<file path="src/rtl/pe_chain_ctrl.sv">
// pe_chain_ctrl
// Sequences one chain of ARRAY_SIZE signed MAC PEs. For each of num_tiles
// tiles it reads k_len operand beats from the input/weight buffers, tracks
// live data down the chain, waits for the chain to drain, then presents the
// tile result downstream with a valid/ready handshake.
//
// Ports:
//   clk, rst                 clock, synchronous active-high reset
//   start                    begin a job (sampled only when idle)
//   k_len, num_tiles         beats per tile / tiles per job (latched at start)
//   inp_base, wgt_base       operand buffer base addresses (latched at start)
//   inp_rd_en, inp_rd_addr   input buffer read strobe / address
//   wgt_rd_en, wgt_rd_addr   weight buffer read strobe / address
//   acc_clr                  zero the first PE's acc_in (first beat of a tile)
//   stage_vld                bit j set while PE j holds live data
//   out_valid, out_ready     tile result handshake
//   out_tile                 index of the tile being presented
//   busy, done               job in progress / one-cycle completion pulse
module pe_chain_ctrl #(
    parameter int ARRAY_SIZE = 4,
    parameter int ADDR_WIDTH = 8,
    parameter int CNT_WIDTH  = 8
) (
    input  logic                  clk,
    input  logic                  rst,
    input  logic                  start,
    input  logic [CNT_WIDTH-1:0]  k_len,
    input  logic [CNT_WIDTH-1:0]  num_tiles,
    input  logic [ADDR_WIDTH-1:0] inp_base,
    input  logic [ADDR_WIDTH-1:0] wgt_base,
    output logic                  inp_rd_en,
    output logic [ADDR_WIDTH-1:0] inp_rd_addr,
    output logic                  wgt_rd_en,
    output logic [ADDR_WIDTH-1:0] wgt_rd_addr,
    output logic                  acc_clr,
    output logic [ARRAY_SIZE-1:0] stage_vld,
    output logic                  out_valid,
    input  logic                  out_ready,
    output logic [CNT_WIDTH-1:0]  out_tile,
    output logic                  busy,
    output logic                  done
);

    localparam int DW = $clog2(ARRAY_SIZE + 1);

    typedef enum logic [2:0] {
        S_IDLE,
        S_LOAD,
        S_DRAIN,
        S_OUT,
        S_FIN
    } state_t;

    state_t state, state_nx;

    logic [CNT_WIDTH-1:0]  k_len_q;
    logic [CNT_WIDTH-1:0]  num_tiles_q;
    logic [CNT_WIDTH-1:0]  beat;
    logic [CNT_WIDTH-1:0]  tile;
    logic [ADDR_WIDTH-1:0] inp_ptr;
    logic [ADDR_WIDTH-1:0] wgt_ptr;
    logic [ADDR_WIDTH-1:0] wgt_base_q;
    logic [DW-1:0]         drain_cnt;
    logic                  skip;

    logic last_beat;
    logic last_tile;
    logic zero_cfg;

    assign last_beat = (beat == k_len_q - CNT_WIDTH'(1));
    assign last_tile = (tile == num_tiles_q - CNT_WIDTH'(1));
    assign zero_cfg  = (k_len == '0) || (num_tiles == '0);

    assign wgt_rd_en   = inp_rd_en;
    assign inp_rd_addr = inp_ptr;
    assign wgt_rd_addr = wgt_ptr;
    assign out_tile    = tile;

    always_ff @(posedge clk) begin
        if (rst) begin
            state <= S_IDLE;
        end else begin
            state <= state_nx;
        end
    end

    always_comb begin
        state_nx  = state;
        inp_rd_en = 1'b0;
        acc_clr   = 1'b0;
        out_valid = 1'b0;
        busy      = 1'b1;
        done      = 1'b0;
        case (state)
            S_IDLE: begin
                busy = 1'b0;
                if (start) begin
                    state_nx = zero_cfg ? S_FIN : S_LOAD;
                end
            end
            S_LOAD: begin
                inp_rd_en = 1'b1;
                acc_clr   = (beat == '0);
                if (last_beat) begin
                    state_nx = S_DRAIN;
                end
            end
            S_DRAIN: begin
                if (drain_cnt == DW'(ARRAY_SIZE)) begin
                    state_nx = S_OUT;
                end
            end
            S_OUT: begin
                out_valid = 1'b1;
                if (out_ready) begin
                    state_nx = last_tile ? S_FIN : S_LOAD;
                end
            end
            S_FIN: begin
                // An empty job lingers one extra FIN cycle before pulsing done.
                if (!skip) begin
                    done     = 1'b1;
                    state_nx = S_IDLE;
                end
            end
            default: state_nx = S_IDLE;
        endcase
    end

    always_ff @(posedge clk) begin
        if (rst) begin
            k_len_q     <= '0;
            num_tiles_q <= '0;
            beat        <= '0;
            tile        <= '0;
            inp_ptr     <= '0;
            wgt_ptr     <= '0;
            wgt_base_q  <= '0;
            drain_cnt   <= '0;
            skip        <= 1'b0;
            stage_vld   <= '0;
        end else begin
            // One-cycle buffer read latency, then one stage per PE.
            stage_vld[0] <= inp_rd_en;
            for (int unsigned j = 1; j < ARRAY_SIZE; j++) begin
                stage_vld[j] <= stage_vld[j-1];
            end

            case (state)
                S_IDLE: begin
                    if (start) begin
                        k_len_q     <= k_len;
                        num_tiles_q <= num_tiles;
                        wgt_base_q  <= wgt_base;
                        inp_ptr     <= inp_base;
                        wgt_ptr     <= wgt_base;
                        tile        <= '0;
                        beat        <= '0;
                        skip        <= zero_cfg;
                    end
                end
                S_LOAD: begin
                    // Input pointer runs on across tiles: base + tile*k_len + beat.
                    inp_ptr   <= inp_ptr + ADDR_WIDTH'(1);
                    wgt_ptr   <= wgt_ptr + ADDR_WIDTH'(1);
                    beat      <= beat + CNT_WIDTH'(1);
                    drain_cnt <= '0;
                end
                S_DRAIN: begin
                    drain_cnt <= drain_cnt + DW'(1);
                end
                S_OUT: begin
                    if (out_ready && !last_tile) begin
                        tile    <= tile + CNT_WIDTH'(1);
                        beat    <= '0;
                        wgt_ptr <= wgt_base_q;
                    end
                end
                S_FIN: begin
                    skip <= 1'b0;
                end
                default: ;
            endcase
        end
    end

endmodule

</file>
<file path="config.mk">
export PLATFORM = sky130hd
export DESIGN_NAME = pe_chain_ctrl
export DESIGN_NICKNAME = d
export VERILOG_FILES = /design/src/rtl/pe_chain_ctrl.sv
export SDC_FILE = /design/constraint.sdc
export NUM_CORES = 1
export LEC_CHECK = 0
export CELL_PAD_IN_SITES_DETAIL_PLACEMENT = 0
export CELL_PAD_IN_SITES_GLOBAL_PLACEMENT = 1
export CORE_UTILIZATION = 30
export DETAILED_ROUTE_END_ITERATION = 8
export PLACE_DENSITY_LB_ADDON = 0.05
export SLEW_MARGIN = 20
export SYNTH_ARGS = -nofsm -noshare
export SYNTH_HDL_FRONTEND = slang
export SYNTH_SLANG_ARGS = --single-unit
</file>
<file path="constraint.sdc">
create_clock -name clk -period 2.2 [get_ports clk]
set_clock_uncertainty 0.05 [all_clocks]
set_input_delay 0.44 -clock clk [delete_from_list [all_inputs] [get_ports clk]]
set_output_delay 0.44 -clock clk [all_outputs]
set_load 0.005 [all_outputs]
</file>
# After elaboration in Yosys (flattened, before gate mapping)
# Cells that the tools add are included.
[word_totals]
wordCells = 76
register_bits = 67
[classes]
addsub = 7
n_eq_ne = 13
n_mux = 27
n_reduce_logical = 18
[ops]
columns = ["cell", "count"]
rows = [
  ["2-to-1 mux 8 bit", 6],
  ["case mux 8 bit (3 select lines)", 2],
  ["adder 8 x 1 -> 8 bit (second input constant)", 4],
  ["case mux 8 bit (2 select lines)", 2],
  ["logical NOT 8 bit", 3],
  ["2-to-1 mux 3 bit", 7],
  ["equality test 8 bit", 2],
  ["subtractor 8 x 1 -> 8 bit (second input constant)", 2],
  ["case mux 3 bit (5 select lines)", 1],
  ["inequality test 2 bit (second input constant)", 6],
  ["nonzero test 2 bit", 4],
  ["2-to-1 mux 1 bit", 7],
  ["equality test 3 x 2 -> 1 bit (second input constant)", 2],
  ["equality test 3 bit (second input constant)", 2],
  ["case mux 3 bit (2 select lines)", 1],
  ["AND reduction 2 bit", 3],
  ["AND reduction 3 bit", 2],
  ["AND reduction 5 bit", 1],
  ["adder 3 x 1 -> 3 bit (second input constant)", 1],
  ["equality test 3 x 1 -> 1 bit (second input constant)", 1],
  ["logical NOT 3 bit", 1],
  ["nonzero test 3 bit", 1],
  ["case mux 1 bit (2 select lines)", 1],
  ["logical AND 1 bit", 1],
  ["other kinds (2)", 2],
]

# Longest topological paths before layout
# Gate-level depths: netlist of run 1.
[logic_depth]
ltp_word = 6
ltp_mapped = 10

# Least setup slack after synthesis of run 1
# OpenSTA, ideal clock, no wires.
[synth_path]
kind = "register -> register"
from = "reg num_tiles_q[0]"
to = "reg tile[5], in the netlist out_tile[5]"
slack_ns = -0.229
t_required_ns = 2.078
path_buffers = 1
setup_ns = 0.072
arrival_time_ns = 2.308
stages_incl_launch_ff = 9
synth_period_minus_slack_ns = 2.429
path_cell_list = "dfxtp_1 > or4_4 > o221ai_2 > o311ai_1 > o21a_2 > a211o_2 > buf_6 > a211oi_1 > mux2i_1"
[synth_via]
elab_chain_cells = 6
[synth_lines]
columns = ["item", "line", "rtl"]
rows = [
  ["start: declaration", "57", "logic [CNT_WIDTH-1:0] num_tiles_q;"],
  ["start signal: assignment", "153", "num_tiles_q <= num_tiles;"],
  ["subtractor 8 x 1 -> 8 bit", "71", "assign last_tile = (tile == num_tiles_q - CNT_WIDTH'(1));"],
  ["equality test 8 bit", "71", ""],
  ["logical NOT 1 bit", "173", "if (out_ready && !last_tile) begin"],
  ["logical AND 1 bit", "173", ""],
  ["inequality test 2 bit (no source line)", "n/a", ""],
  ["AND reduction 3 bit (no source line)", "n/a", ""],
  ["end signal: assignment", "174", "tile <= tile + CNT_WIDTH'(1);"],
  ["end: declaration", "59", "logic [CNT_WIDTH-1:0] tile;"],
]
# Every way passes these cells.
# A chain may end at the register's enable or synchronous reset.

# Worst setup path in the final report of run 1
[layout_path]
from = "reg num_tiles_q[1]"
to = "reg tile[7], in the netlist out_tile[7]"
# The elaborated chain is that of the path after synthesis.

==> results.py, run 1 <==
metrics = {
    "final_layout": {
        "layout_commonest_cell": "nand2_1",
        "diodes": 0,
        "layout.cells.non_filler": 787,
        "drive_gt1_share_pct": 16.2,
        "final_cell_mix": "nand2_1, dfxtp_1, clkdlybuf4s50_1",
        "layout.nets": 659,
        "syn_to_final_growth_pct": 44.2,
    },
    "cts": {
        "cts_tree": "done",
        "clock-root-buffer": "clkbuf_16",
        "cts_made_buffers": 9,
        "cts.path.max_buffers": 2,
        "clock_latency_ns": 0.35,
        "cts.clk_slew.worst_paths_ns": 0.06,
        "clock_sinks": 67,
        "htreeDepth": 3,
    },
    "floorplanning": {
        "die_h_um": 115,
        "fp.coreArea_um2": 12200,
        "die_x_um": 115,
        "initial_core_util_pct": 31.2,
        "dieArea_um2": 13200,
        "num_rows": 40,
        "num_io_pins": 70,
    },
    "synthesis": {
        "synth_seq_cells": 67,
        "ys_types": 63,
        "synth_seq_area_share_pct": 35.2,
        "synthArstFlopShare_pct": 0,
        "synth_edf_count": 0,
        "syn_nets": 550,
        "synth_top_flop_cell": "dfxtp_1",
        "syn-instance-count": 505,
        "synth_area_per_cell_um2": 7.55,
        "ys_warn_count": 0,
        "netlist_area_um2": 3810,
    },
    "worst_setup_path": {
        "critical_path_arrival_ns": 2.69,
        "path_max_fanout": 7,
        "path_class": "flop to flop",
        "endpoint_kind": "flop",
        "worstPathCellList": "or4_4, o221ai_2, o311ai_1, o21a_2, a211o_4, a2111oi_4, mux2i_1",
        "slowest_delay_ns": 0.55,
        "cp_slowest_cell": "or4_4",
        "cp-start-kind": "flop",
        "required_ns": 2.42,
    },
    "route": {
        "num_vias": 4010,
        "firstDrtPassIters": 4,
        "viasPerCell": 5.10,
        "drt-initial-drc-count": 179,
        "drc_errors": 0,
        "wire_per_inst_um": 15.3,
        "drtAntennaViolNets": 0,
        "drt_wl_total_mm": 12.1,
    },
    "timing": {
        "timing.fmax_mhz": 406,
        "tightest_slew_ns": 0.464,
        "setup_viol_count_final": 26,
        "drv_slew": 0,
        "slew_headroom_pct": 68.8,
        "hold_viol_final": 0,
        "rsz0062_at_grt": "true",
        "period_share_pct": 112,
        "fin_ws_ns": -0.262,
        "fin_crit_ns": 2.46,
    },
    "place": {
        "place.gp.congestion": 0.809,
        "post-place-ws_ns": -0.354,
        "dp_hpwl_mm": 8.54,
        "portBuffers": 69,
        "dp.cells": 767,
    },
    "run_status": {
        "status": "finished with violations",
        "failed_checks": "negative setup slack",
    },
    "power_and_ir_drop": {
        "p_per_area_nw_per_um2": 848,
        "p_leak_nw": 2.11,
        "vdd_ir_drop_max_uv": 475,
    },
    "global_route": {
        "antenna_found_initial": 0,
        "grt_pass1_wl_mm": 19.5,
        "grt_max_degree": 37,
        "grt_overflow": 0,
        "grt_usage_pct": 19.2,
        "grt_pass1_vias": 3784,
    },
    "min_path": {
        "min_path_type": "flop to flop",
    },
    "run": {
        "maxCapViolations": 0,
    },
}
==> Yosys cell counts, types with 8 or more instances <==
cell | count | area share (%)
nor2_1 | 44 | 4.3
o21ai_0 | 17 | 2.2
mux2i_1 | 9 | 2.4
nand4_1 | 10 | 1.6
a21oi_1 | 52 | 6.8
clkbuf_1 | 26 | 2.6
dfxtp_1 | 67 | 35
ha_1 | 9 | 3.0
a211oi_1 | 8 | 1.6
xnor2_1 | 13 | 3.0
nand3_1 | 22 | 2.9
inv_1 | 17 | 1.7
nor3_1 | 21 | 2.8
nand2_1 | 85 | 8.4
==> metal layers <==
layer | GRT usage (%) | vias to the layer above | routed length [um]
li1 | - | 2048 | -
met1 | 25.6 | 1869 | 5960
met2 | 30.4 | 88 | 5430
met3 | 5.11 | 5 | 609
met4 | 5.28 | 0 | 78
met5 | 0 | - | 0
==> worst paths after layout <==
path	slack [ns]	depth (start not counted)	endpoint	startpoint
worst max-delay path	-0.26	7	out_tile[7]	num_tiles_q[1]
worst min register to register	0.40	2	wgt_base_q[6]	wgt_base_q[6]
worst min-delay path	0.40	2	wgt_base_q[6]	wgt_base_q[6]
worst max register to register	-0.26	7	out_tile[7]	num_tiles_q[1]
==> final cells by class <==
| cell class | count | area, um^2 |
|---|---|---|
| clock buffers | 13 | 270 |
| clock inverters | 3 | 45.0 |
| fillers | 1282 | 6710 |
| inverters | 18 | 67.6 |
| multi-input cells | 389 | 2370 |
| flip-flops and latches | 67 | 1340 |
| well taps | 168 | 210 |
| repair buffers | 129 | 1200 |
==> power breakdown <==
group          switching (W)  total [W]  internal (W)
logic               0.000810    0.00162      0.000807
clock network       0.000573    0.00154      0.000971
registers           0.000148    0.00151       0.00136
total                0.00153    0.00467       0.00314
==> worst max-delay path: cells and delay by family (launching register included) <==
kind            cells  cell delay (ns)
flops               1             0.32
simple gates        1             0.55
compound gates      5             1.28
mux                 1             0.21
==> logic make-up (layout without fill, tap and decap cells) <==
family	after synthesis	count (layout)	share of synthesized area, %
mux	9	9	2.36
xor+xnor	20	20	4.59
compound gates	128	129	22.5
simple gates	222	222	27.0
flops	67	67	35.2
fa+ha+maj	9	9	2.95
buf+inv	50	163	5.35
==> sequential cells by signal, indices dropped and copies added, names as in the netlist <==
| signal | cells |
|---|---|
| state | 3 |
| wgt_rd_addr | 8 |
| beat | 8 |
| stage_vld | 4 |
| inp_rd_addr | 8 |
| k_len_q | 8 |
| drain_cnt | 3 |
| skip | 1 |
| out_tile | 8 |
| num_tiles_q | 8 |
| wgt_base_q | 8 |
==> stage by stage <==
stage	TNS, ns	cell area (um^2)	total power, W	hold slack, ns	utilization, %
5_1_grt	-8.19	5500	0.00495	0.426	45.0
6_report	-5.47	5500	0.00467	0.404	45.0
4_1_cts	-5.35	5430	0.00469	0.408	44.4
3_3_place_gp	-5.41	5070	0.00309	0.394	41.5
3_5_place_dp	-6.17	5070	0.00309	0.397	41.5
2_1_floorplan	-3.24	3850	0.00234	0.386	-
==> repair_timing <==
item                       in CTS  in global routing
setup endpoints to repair      30                 31
pin swaps                       5                  6
cloned                          1                  1
hold buffers                    0                  0
resized for setup               9                 12
setup buffers                   0                  2
Note: power is estimated with default switching activity, not from simulation.
==> inputs of run 2 (changes only) <==
- CORE_UTILIZATION: 30 -> 25
==> run 2 against run 1 <==
Compared with the run above:
- the run ends with design-rule violations, negative setup slack left
- first-iteration DRC count rose by 3.4%
- combinational power rose by 4%
- wire length up 6.8%
==> results.py, run 2 (synthesized netlist as in run 1, its figures left out) <==
metrics = {
    "run_status": {
        "status": "finished with violations",
        "failed_checks": "design-rule violations, negative setup slack",
    },
    "place": {
        "place.gp.congestion": 0.785,
        "dp.cells": 787,
        "portBuffers": 69,
        "dp_hpwl_mm": 9.34,
    },
    "worst_setup_path": {
        "worstPathCellList": "or4_4, o221ai_2, o311ai_1, o21a_2, a211o_4, a2111oi_4, mux2i_1",
        "cp_slowest_cell": "or4_4",
        "required_ns": 2.42,
        "path_max_fanout": 8,
        "path_class": "flop to flop",
        "cp-start-kind": "flop",
        "cpLargestDelayFamily": "compound AO/OA/AOI/OAI gates",
        "reg2reg_depth": 7,
        "slowest_delay_ns": 0.55,
        "critical_path_arrival_ns": 2.71,
        "path_depth": 7,
        "worst-r2r-setup-slack_ns": -0.30,
        "path_buf_inv": 0,
        "endpoint_kind": "flop",
    },
    "cts": {
        "clock_latency_ns": 0.34,
        "cts_tree": "done",
        "cts.path.max_buffers": 2,
        "clock_sinks": 67,
        "cts.clk_slew.worst_paths_ns": 0.06,
        "cts_made_buffers": 9,
        "clock-root-buffer": "clkbuf_16",
        "htreeDepth": 3,
    },
    "global_route": {
        "grt_usage_pct": 16.9,
        "grt_overflow": 0,
        "grt_pass1_vias": 3988,
        "grt_max_degree": 21,
        "grt_pass1_wl_mm": 20.8,
        "antenna_found_initial": 0,
    },
    "route": {
        "viasPerCell": 5.00,
        "drt_wl_total_mm": 12.9,
        "drc_errors": 5,
        "drtAntennaViolNets": 0,
        "wire_per_inst_um": 16.0,
        "drt-initial-drc-count": 185,
        "num_vias": 4044,
        "firstDrtPassIters": 6,
    },
    "min_path": {
        "min_path_type": "flop to flop",
        "holdPathStages": 2,
    },
    "floorplanning": {
        "die_h_um": 126,
        "num_rows": 44,
        "initial_core_util_pct": 25.9,
        "fp.coreArea_um2": 14700,
        "num_io_pins": 70,
        "die_x_um": 126,
        "dieArea_um2": 15800,
    },
    "timing": {
        "timing.fmax_mhz": 401,
        "setup_viol_count_final": 26,
        "fin_tns_setup_ns": -5.50,
        "fin_crit_ns": 2.50,
        "tightest_slew_ns": 0.477,
        "fin_ws_ns": -0.295,
        "drv_slew": 0,
        "slew_headroom_pct": 67.9,
        "hold_viol_final": 0,
        "holdWs_ns": 0.403,
        "period_share_pct": 113,
        "rsz0062_at_grt": "true",
    },
    "final_layout": {
        "multi_input_area_um2": 2410,
        "layout_commonest_cell": "nand2_1",
        "syn_to_final_growth_pct": 46.6,
        "seq_area_um2": 1350,
        "final_cell_mix": "nand2_1, dfxtp_1, clkdlybuf4s50_1",
        "diodes": 0,
        "layout.nets": 665,
        "drive_gt1_share_pct": 18.3,
        "final_core_util_pct": 38.0,
        "final.fill_count": 1574,
        "layout.cells.non_filler": 808,
    },
    "run": {
        "maxCapViolations": 0,
    },
    "power_and_ir_drop": {
        "p_per_area_nw_per_um2": 825,
        "power_w": 0.00461,
        "p_leak_nw": 2.16,
        "vdd_ir_drop_max_uv": 433,
    },
}
[run 2: cell count changes in the layout (fill, tap and decap cells not counted), moves of 2 or more]
cell      before  now
buf_6          1    7
a21oi_2        1    4
clkbuf_8       3    0
clkinv_2       0    2
a21oi_1       51   48
[run 2: report_power, final]
group | leakage, nW | switching, W | internal (W)
Clock | 0.134 | 0.000560 | 0.000867
Sequential | 0.549 | 0.000142 | 0.00136
Combinational | 1.47 | 0.000848 | 0.000835
Total | 2.16 | 0.00155 | 0.00306
[run 2: tightest hold or removal path, cell delays in order (launching register included)]
cell and delay, ns:
dfxtp_1 0.31, nand2_1 0.05, a21oi_1 0.05
[run 2: final cells by class]
type                    instances  area share (%)
clock buffers                  10            4.10
well taps                     184            4.12
repair buffers                135            22.4
flip-flops and latches         67            24.1
multi-input cells             389            43.1
inverters                      18            1.21
clock inverters                 5           0.985
[run 2: timing repair]
item,4_1_cts,5_1_grt
hold endpoints to repair,0,0
setup endpoints to repair,30,32
pin swaps,5,6
cloned,1,0
gates resized for setup,18,20
hold buffers,0,0
buffers inserted,3,2
[run 2: through the flow]
| step | worst slack, ns | area (um^2) |
|---|---|---|
| floorplan | -0.202 | 3850 |
| global placement | -0.310 | 5120 |
| detailed placement | -0.349 | 5120 |
| CTS | -0.279 | 5500 |
| global route | -0.367 | 5590 |
| finish | -0.295 | 5590 |
[run 2: metal layers]
layer  wire length (um)  GRT usage (%)  vias up  share of wire, %
met1               6460           22.5     1924                50
met3                442           3.98        4               3.4
met5                  0              0        -                 0
li1                   -              -     2047                 -
met4                 65           4.88        0              0.50
met2               5930           27.1       69                46
[run 2: final timing paths]
path / endpoint / start
hold / removal: wgt_base_q[7] / wgt_base_q[7]
setup reg to reg: out_tile[7] / num_tiles_q[1]
hold reg to reg: wgt_base_q[7] / wgt_base_q[7]
setup / recovery: out_tile[7] / num_tiles_q[1]
